===== src/rtl/pc_fetch_sequencer.sv =====
// pc_fetch_sequencer
//   Owns the program counter and sequences instruction fetch from a
//   handshaked instruction memory. Each fetch presents PC on imem_addr,
//   holds imem_req until imem_ack, latches the word into IR, then spends
//   one EXEC cycle with ir_valid=1 while the controller decides the next
//   PC (jump, increment, refetch) or halts.
//
//   Optional feature macro: FETCH_TIMEOUT_EN
//     defined   : fetch watchdog of TIMEOUT_CYC cycles; expiry sets the
//                 sticky fetch_err and halts. Resume after a watchdog halt
//                 refetches the same PC.
//     undefined : FETCH waits indefinitely, fetch_err is tied to 0.
//
// Ports
//   Clk, reset_n              clock (rising edge), async active-low reset
//   IncPC, LoadPC, SelPC,     controller decision, sampled only in EXEC
//   LoadIR
//   RegVal, Imm               jump targets (SelPC: 0 = RegVal, 1 = Imm)
//   resume                    leave HALTED
//   imem_req, imem_addr       fetch request / address (= PC)
//   imem_ack, imem_rdata      memory accept / instruction word
//   IR, Opcode, ir_valid      instruction register, its top nibble, EXEC flag
//   PC, halted, fetch_err     program counter, HALTED flag, watchdog error
//
// State  | meaning
// -------+-------------------------------------------------------------
// Idle   | just out of reset; moves to Fetch on the first clock
// Fetch  | imem_req=1 at PC, waiting for imem_ack
// Exec   | IR valid for one cycle; controls choose next PC or halt
// Halted | no fetching; resume restarts

module pc_fetch_sequencer #(
    parameter int unsigned ADDR_W      = 8,
    parameter int unsigned INSTR_W     = 8,
    parameter logic [ADDR_W-1:0] RESET_PC = '0,
    parameter int unsigned TIMEOUT_CYC = 16
) (
    input  logic               Clk,
    input  logic               reset_n,
    input  logic               IncPC,
    input  logic               LoadPC,
    input  logic               SelPC,
    input  logic               LoadIR,
    input  logic [ADDR_W-1:0]  RegVal,
    input  logic [ADDR_W-1:0]  Imm,
    input  logic               resume,
    output logic               imem_req,
    output logic [ADDR_W-1:0]  imem_addr,
    input  logic               imem_ack,
    input  logic [INSTR_W-1:0] imem_rdata,
    output logic [INSTR_W-1:0] IR,
    output logic [3:0]         Opcode,
    output logic               ir_valid,
    output logic [ADDR_W-1:0]  PC,
    output logic               halted,
    output logic               fetch_err
);

    typedef enum logic [1:0] {
        Idle   = 2'd0,
        Fetch  = 2'd1,
        Exec   = 2'd2,
        Halted = 2'd3
    } state_t;

    state_t              state, nextState;
    logic [ADDR_W-1:0]   pcReg, pcNext;
    logic [INSTR_W-1:0]  irReg, irNext;
    logic [3:0]          ctrl;
    logic                timeoutFire;
    logic                timeoutHalt;

    assign ctrl = {LoadPC, IncPC, LoadIR, SelPC};

    always_ff @(posedge Clk or negedge reset_n) begin
        if (!reset_n) begin
            state <= Idle;
            pcReg <= RESET_PC;
            irReg <= '0;
        end else begin
            state <= nextState;
            pcReg <= pcNext;
            irReg <= irNext;
        end
    end

    always_comb begin
        nextState = state;
        pcNext    = pcReg;
        irNext    = irReg;
        case (state)
            Idle: nextState = Fetch;
            Fetch: begin
                if (imem_ack) begin
                    irNext    = imem_rdata;
                    nextState = Exec;
                end else if (timeoutFire) begin
                    nextState = Halted;
                end
            end
            Exec: begin
                // Every legal control combination is listed explicitly so that
                // any unknown bit falls into the default and halts fail-safe.
                case (ctrl)
                    4'b1000, 4'b1010, 4'b1100, 4'b1110: begin
                        pcNext    = RegVal;
                        nextState = Fetch;
                    end
                    4'b1001, 4'b1011, 4'b1101, 4'b1111: begin
                        pcNext    = Imm;
                        nextState = Fetch;
                    end
                    4'b0100, 4'b0101, 4'b0110, 4'b0111: begin
                        pcNext    = pcReg + ADDR_W'(1);
                        nextState = Fetch;
                    end
                    4'b0010, 4'b0011: nextState = Fetch;
                    4'b0000, 4'b0001: nextState = Halted;
                    default:          nextState = Halted;
                endcase
            end
            Halted: begin
                if (resume) begin
                    // A watchdog halt retries the failed address instead of skipping it.
                    pcNext    = timeoutHalt ? pcReg : pcReg + ADDR_W'(1);
                    nextState = Fetch;
                end
            end
            default: nextState = Halted;
        endcase
    end

`ifdef FETCH_TIMEOUT_EN
    localparam int unsigned CntW = (TIMEOUT_CYC > 1) ? $clog2(TIMEOUT_CYC) : 1;
    localparam logic [CntW-1:0] CntLoad = CntW'(TIMEOUT_CYC - 1);

    logic [CntW-1:0] wdCnt;
    logic            errReg;
    logic            timeoutHaltReg;

    // Down-counter loaded on entry to Fetch; terminal count with no ack
    // marks the TIMEOUT_CYC-th waiting cycle.
    assign timeoutFire = (state == Fetch) && !imem_ack && (wdCnt == '0);

    always_ff @(posedge Clk or negedge reset_n) begin
        if (!reset_n) begin
            wdCnt          <= CntLoad;
            errReg         <= 1'b0;
            timeoutHaltReg <= 1'b0;
        end else begin
            if ((nextState == Fetch) && (state != Fetch)) begin
                wdCnt <= CntLoad;
            end else if ((state == Fetch) && (wdCnt != '0)) begin
                wdCnt <= wdCnt - CntW'(1);
            end
            if (timeoutFire) begin
                errReg <= 1'b1;
            end
            if (timeoutFire) begin
                timeoutHaltReg <= 1'b1;
            end else if ((state == Halted) && resume) begin
                timeoutHaltReg <= 1'b0;
            end
        end
    end

    assign timeoutHalt = timeoutHaltReg;
    assign fetch_err   = errReg;
`else
    assign timeoutFire = 1'b0;
    assign timeoutHalt = 1'b0;
    assign fetch_err   = 1'b0;

    // Watchdog absent: TIMEOUT_CYC has no effect in this build.
    if (TIMEOUT_CYC < 1) begin : gTimeoutUnused
    end
`endif

    assign imem_req  = (state == Fetch);
    assign imem_addr = pcReg;
    assign ir_valid  = (state == Exec);
    assign halted    = (state == Halted);
    assign PC        = pcReg;
    assign IR        = irReg;
    assign Opcode    = irReg[INSTR_W-1 -: 4];

endmodule

===== config.mk =====
export PLATFORM = sky130hd
export DESIGN_NAME = pc_fetch_sequencer
export DESIGN_NICKNAME = d
export VERILOG_FILES = /design/src/rtl/pc_fetch_sequencer.sv
export SDC_FILE = /design/constraint.sdc
export NUM_CORES = 1
export LEC_CHECK = 0
export BUFFER_PORTS_ARGS = -buffer_cell sky130_fd_sc_hd__buf_2
export CORE_MARGIN = 10
export CORE_UTILIZATION = 45
export CTS_CLUSTER_SIZE = 30
export DETAILED_ROUTE_END_ITERATION = 16
export GPL_ROUTABILITY_DRIVEN = 0
export PLACE_DENSITY = 0.76
export SETUP_SLACK_MARGIN = 0.3
export SLEW_MARGIN = 20
export SYNTH_ARGS = -nofsm -noshare
export SYNTH_HDL_FRONTEND = slang
export SYNTH_SLANG_ARGS = --single-unit

===== constraint.sdc =====
create_clock -name Clk -period 4.2 [get_ports Clk]
set_input_delay 0.84 -clock Clk [delete_from_list [all_inputs] [get_ports Clk]]
set_output_delay 0.84 -clock Clk [all_outputs]
set_load 0.01 [all_outputs]

# After elaboration in Yosys (flattened, before gate mapping)
# Cells that the tools add are included.
# op_classes
n_addsub	1
n_eq_ne	21
muxes	7
reduce_logical	11
# ops
op	n
4-bit equality test, second input constant	8
8-bit case mux with 3 select lines	1
4-bit by 3-bit equality test with 1-bit output, second input constant	4
8-bit case mux with 2 select lines	1
14-bit OR reduction	1
4-bit OR reduction	3
8-bit by 1-bit adder with 8-bit output, second input constant	1
4-bit by 2-bit equality test with 1-bit output, second input constant	2
8-bit two-way mux	1
2-bit case mux with 4 select lines	1
2-bit equality test, second input constant	2
4-bit by 1-bit equality test with 1-bit output, second input constant	1
4-bit logical NOT	1
2-bit two-way mux	2
4-bit by 1-bit inequality test with 1-bit output, second input constant	1
2-bit case mux with 2 select lines	1
2-bit AND reduction	2
3-bit AND reduction	1
2-bit by 1-bit equality test with 1-bit output, second input constant	1
2-bit logical NOT	1
2-bit by 1-bit inequality test with 1-bit output, second input constant	1
2-bit inequality test, second input constant	1
2-bit nonzero test	1
2-bit OR reduction	1
# word_totals
regBits	18
inputBits	32
output_inout_bits	32
wordCells	43

# Longest topological paths before layout
# logic_depth
ltp_word	4
ltp_mapped	7
depth_no_buf	6

# Worst setup path after synthesis
# Ideal clock, no wire load.
# synth_timing
path_kind	in2reg
from	in SelPC
to	reg pcReg[7] (netlist: PC[7])
setup_ns	0.122
t_arrival_ns	1.736
required_time_ns	4.078
setup_slack_ns	2.343
cell_stages	4
path_buffers	1
path_cell_list	buf_6 mux2_4 a2111o_1 o2111a_1
# synth_between
elab_chain_len	4
elab_cells_between_ends	19
classes_between	eq/ne: 13; mux: 2; reduce/logical: 4
# synth_rtl
element	line_no	text
from (decl)	42	input logic SelPC,
4-bit by 3-bit equality test with 1-bit output / 4-bit equality test (equally long branches)	104	case (ctrl)
4-bit OR reduction (on tied branches)	--	
8-bit case mux with 3 select lines / 4-bit by 1-bit inequality test with 1-bit output (equally long branches)	--	
8-bit case mux with 2 select lines / 3-bit AND reduction (equally long branches)	--	
to (signal assigned)	82	pcReg <= pcNext;
to (decl)	67	logic [ADDR_W-1:0] pcReg, pcNext;
# Several ways; a longest one is shown, not always the timed one.
# A chain may end at the register's enable or synchronous reset.

# Worst setup path in the final report
# layout_timing
from	reg state[1]
to	out halted
# layout_between
elab_chain_len	1
# layout_rtl
element	line_no	text
from (decl)	66	state_t state, nextState;
from (signal assigned)	77	state <= Idle;
from (signal assigned)	81	state <= nextState;
2-bit equality test	182	assign halted = (state == Halted);
to (decl)	55	output logic halted,
# No other way between the ends.

==> reports/qor_table.md <==
| Parameter | Value | Unit |
|---|---|---|
| Vias in the first global route | 1,147 | - |
| Number of endpoints with negative hold slack in the final report | 0 | - |
| Cell depth of the worst flop-to-flop path | 5 | - |
| Ratio of total power to cell area | 628.2 | nW/µm² |
| Cell count after synthesis | 134 | - |
| Root buf cell | sky130_fd_sc_hd__clkbuf_4 | - |
| Critical path endpoint | halted | - |
| CP Launch Type | flip-flop | - |
| Residual antenna-violating net count after detailed routing | 0 | - |
| Post-route DRC | 0 | - |
| First drt pass iteration count | 4 | - |
| RSZ-0062 raised after global routing | false | - |
| Diode count | 0 | - |
| Worst R2R Start | state[1] | - |
| Syn_nets | 171 | - |
| GRT Residual Overflow | 0 | - |
| Result of the run | finished clean | - |
| Launching instance or port of the critical path | state[1] | - |
| Boundary pin count | 64 | - |
| Largest fanout on the critical path | 15 | - |
| Die area | 5515 | µm² |
| Worst Setup Slack post-DPL | 1.801 | ns |
| Initial core utilization | 47.64 | % |
| Worst endpoint required time | 3.36 | ns |
| Sink Count | 18 | - |
| Tightest hold margin | 0.4532 | ns |
| Synth async-reset ratio | 100.0 | % |
| Vertical die dimension | 74.27 | µm |
| Die X-Extent | 74.27 | µm |
| Final period util | 55.23 | % |
| Critical register-to-register path endpoint | PC[6] | - |
| Half-perimeter wire length after detailed placement | 2869 | µm |
| Number of CTS-inserted buffers | 3 | - |
| Slack of the worst reg-to-reg path | 1.98 | ns |
| Maximum number of pins on one net before global-route repair | 19 | - |
| Initial antenna violation count | 0 | - |
| Type of the tightest min-delay check | input port to async pin | - |
| Number of storage elements in the synthesis netlist | 18 | - |
| Hold bufs inserted after CTS | 0 | - |
| Placement Cell Area | 1524 | µm² |
| Setup TNS | 0 | ns |
| Ys Warns | 0 | - |
| Data arrival time of the worst path | 1.48 | ns |
| Net total in the final layout | 218 | - |
| Violation count after the first detailed-routing iteration | 43 | - |
| Core region area | 2781 | µm² |
| Final Setup Violations | 0 | - |
| Placed Cells | 207 | - |
| Wire length per cell after detailed routing | 16.34 | µm |
| Maximum level of the CTS H-tree | 1 | - |
| Vias | 1,155 | - |
| Global-route wire length before repair | 5306 | µm |
| # port buffers | 62 | - |
| WP depth | 2 | - |
| Endpoint class of the critical path | primary output | - |
| FILL cells | 253 | - |
| Number of standard cells in the final layout excluding fillers | 211 | - |
| Setup skew after layout | 0.01769 | ns |
| Area added between synthesis and finish | 17.75 | % |
| EDFF count, synth | 0 | - |
| Family with the most delay on the worst path | adder cells | - |
| Post-CTS setup buffer count | 0 | - |
| PostCTS Resize Cnt | 0 | - |
| Slew Limit Headroom | 46.35 | % |
| Worst-case setup margin in the final layout | 1.880 | ns |
| Highest Clock Rate | 431.1 | MHz |
| Mean instance size in the synthesized netlist | 9.888 | µm² |
| Row count | 19 | - |
| Total wirelength of the detailed-routed design | 3448 | µm |
| Worst vdd rail ir drop | 0.3882 | mV |
| Routed vias/inst | 5.474 | - |
| Sequential share of the synthesized area | 33.99 | % |
| Crit-path cells | ha_1 > buf_2 | - |
| Max_cap viols | 0 | - |
| Main synth FF type | sky130_fd_sc_hd__dfrtp_1 | - |
| Clock tree from TritonCTS | built | - |
| Syn Std Cell Area | 1325 | µm² |
| Shortest clock period the worst path allows after layout | 2.320 | ns |
| Setup CP Type | flip-flop to primary output | - |
| Slowest stage cell, crit path | sky130_fd_sc_hd__ha_1 | - |
| Share of cells above drive strength 1 | 48.33 | % |
| Slew of the pin with the lowest slew margin | 0.8047 | ns |
| Area of all placed cells without fillers | 1560 | µm² |
| Max Slew Vio Count | 0 | - |
| Delay of the slowest cell on the worst path | 0.52 | ns |
| Later-pin clock latency in the skew report | 0.29 | ns |
| LEAKAGE | 0.7726 | nW |
| Number of distinct library cells after synthesis | 36 | - |
| Total global routing track utilization | 11.91 | % |
| Clk pin slew, worst setup/hold paths | 0.12 | ns |
| Total buffers and inverters traversed by the critical path | 1 | - |
| Clk buf depth | 2 | - |
-- where the power goes --
| part | internal (mW) | total (mW) | leakage [nW] | switching [mW] |
|---|---|---|---|---|
| Clock | 0.0527 | 0.106 | 0.0210 | 0.0531 |
| Combinational | 0.244 | 0.527 | 0.535 | 0.282 |
| Sequential | 0.257 | 0.348 | 0.217 | 0.0907 |
| Total | 0.554 | 0.980 | 0.773 | 0.426 |
-- synthesized netlist by cell type, drive strengths merged, types with 2 or more instances --
| library cell | instances | area share, % |
|---|---|---|
| o32ai | 5 | 3.3 |
| nor3b | 5 | 2.8 |
| nand2 | 3 | 0.85 |
| a21oi | 11 | 4.2 |
| nand3 | 3 | 1.1 |
| mux2 | 16 | 14 |
| o22a | 2 | 1.3 |
| o21ai | 6 | 2.3 |
| dfrtp | 18 | 34 |
| and4 | 2 | 1.5 |
| nor2 | 7 | 2.2 |
| nor2b | 2 | 1.1 |
| buf | 20 | 11 |
| nor3 | 3 | 1.1 |
| a22oi | 2 | 1.1 |
| inv | 7 | 2.0 |
| ha | 5 | 4.7 |
| a22o | 5 | 3.3 |
-- flip-flops by register name (all words and copies together) (netlist names) --
name / cells
IR: 8
PC: 8
state: 2
-- stage by stage --
stage	utilization [%]	power (mW)
global route	56.10	1.063
global placement	54.79	0.8552
finish	56.10	0.9801
detailed placement	54.79	0.8864
CTS	56.10	0.9942
floorplan	-	0.7449
-- routing by layer --
metal / global-route usage [%] / vias to the layer above / share of wire (%)
met5: 0 / - / 0
met4: 1.829 / 0 / 0.41
met2: 23.11 / 27 / 57
li1: - / 573 / -
met1: 12.43 / 553 / 36
met3: 3.590 / 2 / 6.2
-- logic make-up (layout without fill, tap and decap cells) --
logic type      count (synthesis)  after routing  synth area share [%]
other cells                     1              1                0.2830
fa+ha+maj                       5              5                 4.721
buf+inv                        27             73                 13.31
mux                            16             16                 13.88
flops                          18             18                 33.99
simple gates                   31             31                 13.79
compound gates                 36             36                 20.02
-- worst min-delay path by stage --
stage	start	endpoint	slack, ns	cells past startpoint
finish	reset_n	PC[5]	0.45	1
global route	reset_n	PC[6]	0.46	1
CTS	reset_n	PC[6]	0.47	1
detailed placement	IR[3]	IR[3]	0.50	1
global placement	IR[3]	IR[3]	0.49	1
floorplan	reset_n	IR[0]	0.54	0
-- cells in the final DEF (no fill, tap or decap), types with 5 or more instances in the layout --
cell                      Yosys  routed
sky130_fd_sc_hd__dfrtp_1     18      18
sky130_fd_sc_hd__buf_2        3      62
sky130_fd_sc_hd__inv_1        7       7
sky130_fd_sc_hd__ha_1         5       5
sky130_fd_sc_hd__a21oi_1     11      11
sky130_fd_sc_hd__a22o_1       5       5
sky130_fd_sc_hd__o32ai_1      5       5
sky130_fd_sc_hd__o21ai_0      6       6
sky130_fd_sc_hd__nor3b_1      5       5
sky130_fd_sc_hd__nor2_1       6       6
sky130_fd_sc_hd__mux2_2      15      15
-- worst register-to-register path: stages, from the launching register on --
cell and delay [ns]:
sky130_fd_sc_hd__dfrtp_1 0.44, sky130_fd_sc_hd__ha_1 0.39, sky130_fd_sc_hd__nor2b_2 0.28, sky130_fd_sc_hd__a211oi_4 0.57, sky130_fd_sc_hd__o21ai_0 0.22, sky130_fd_sc_hd__a22o_1 0.22
-- final cells by class --
class / count / area (µm²) / share of cell area (%)
multi-input cells: 89 / 698.2 / 44.75
flip-flops and latches: 18 / 450.4 / 28.87
repair buffers: 62 / 310.3 / 19.89
well taps: 31 / 38.79 / 2.486
clock buffers: 4 / 36.28 / 2.326
inverters: 7 / 26.28 / 1.684
No activity file was read; power rests on OpenSTA's default activity.
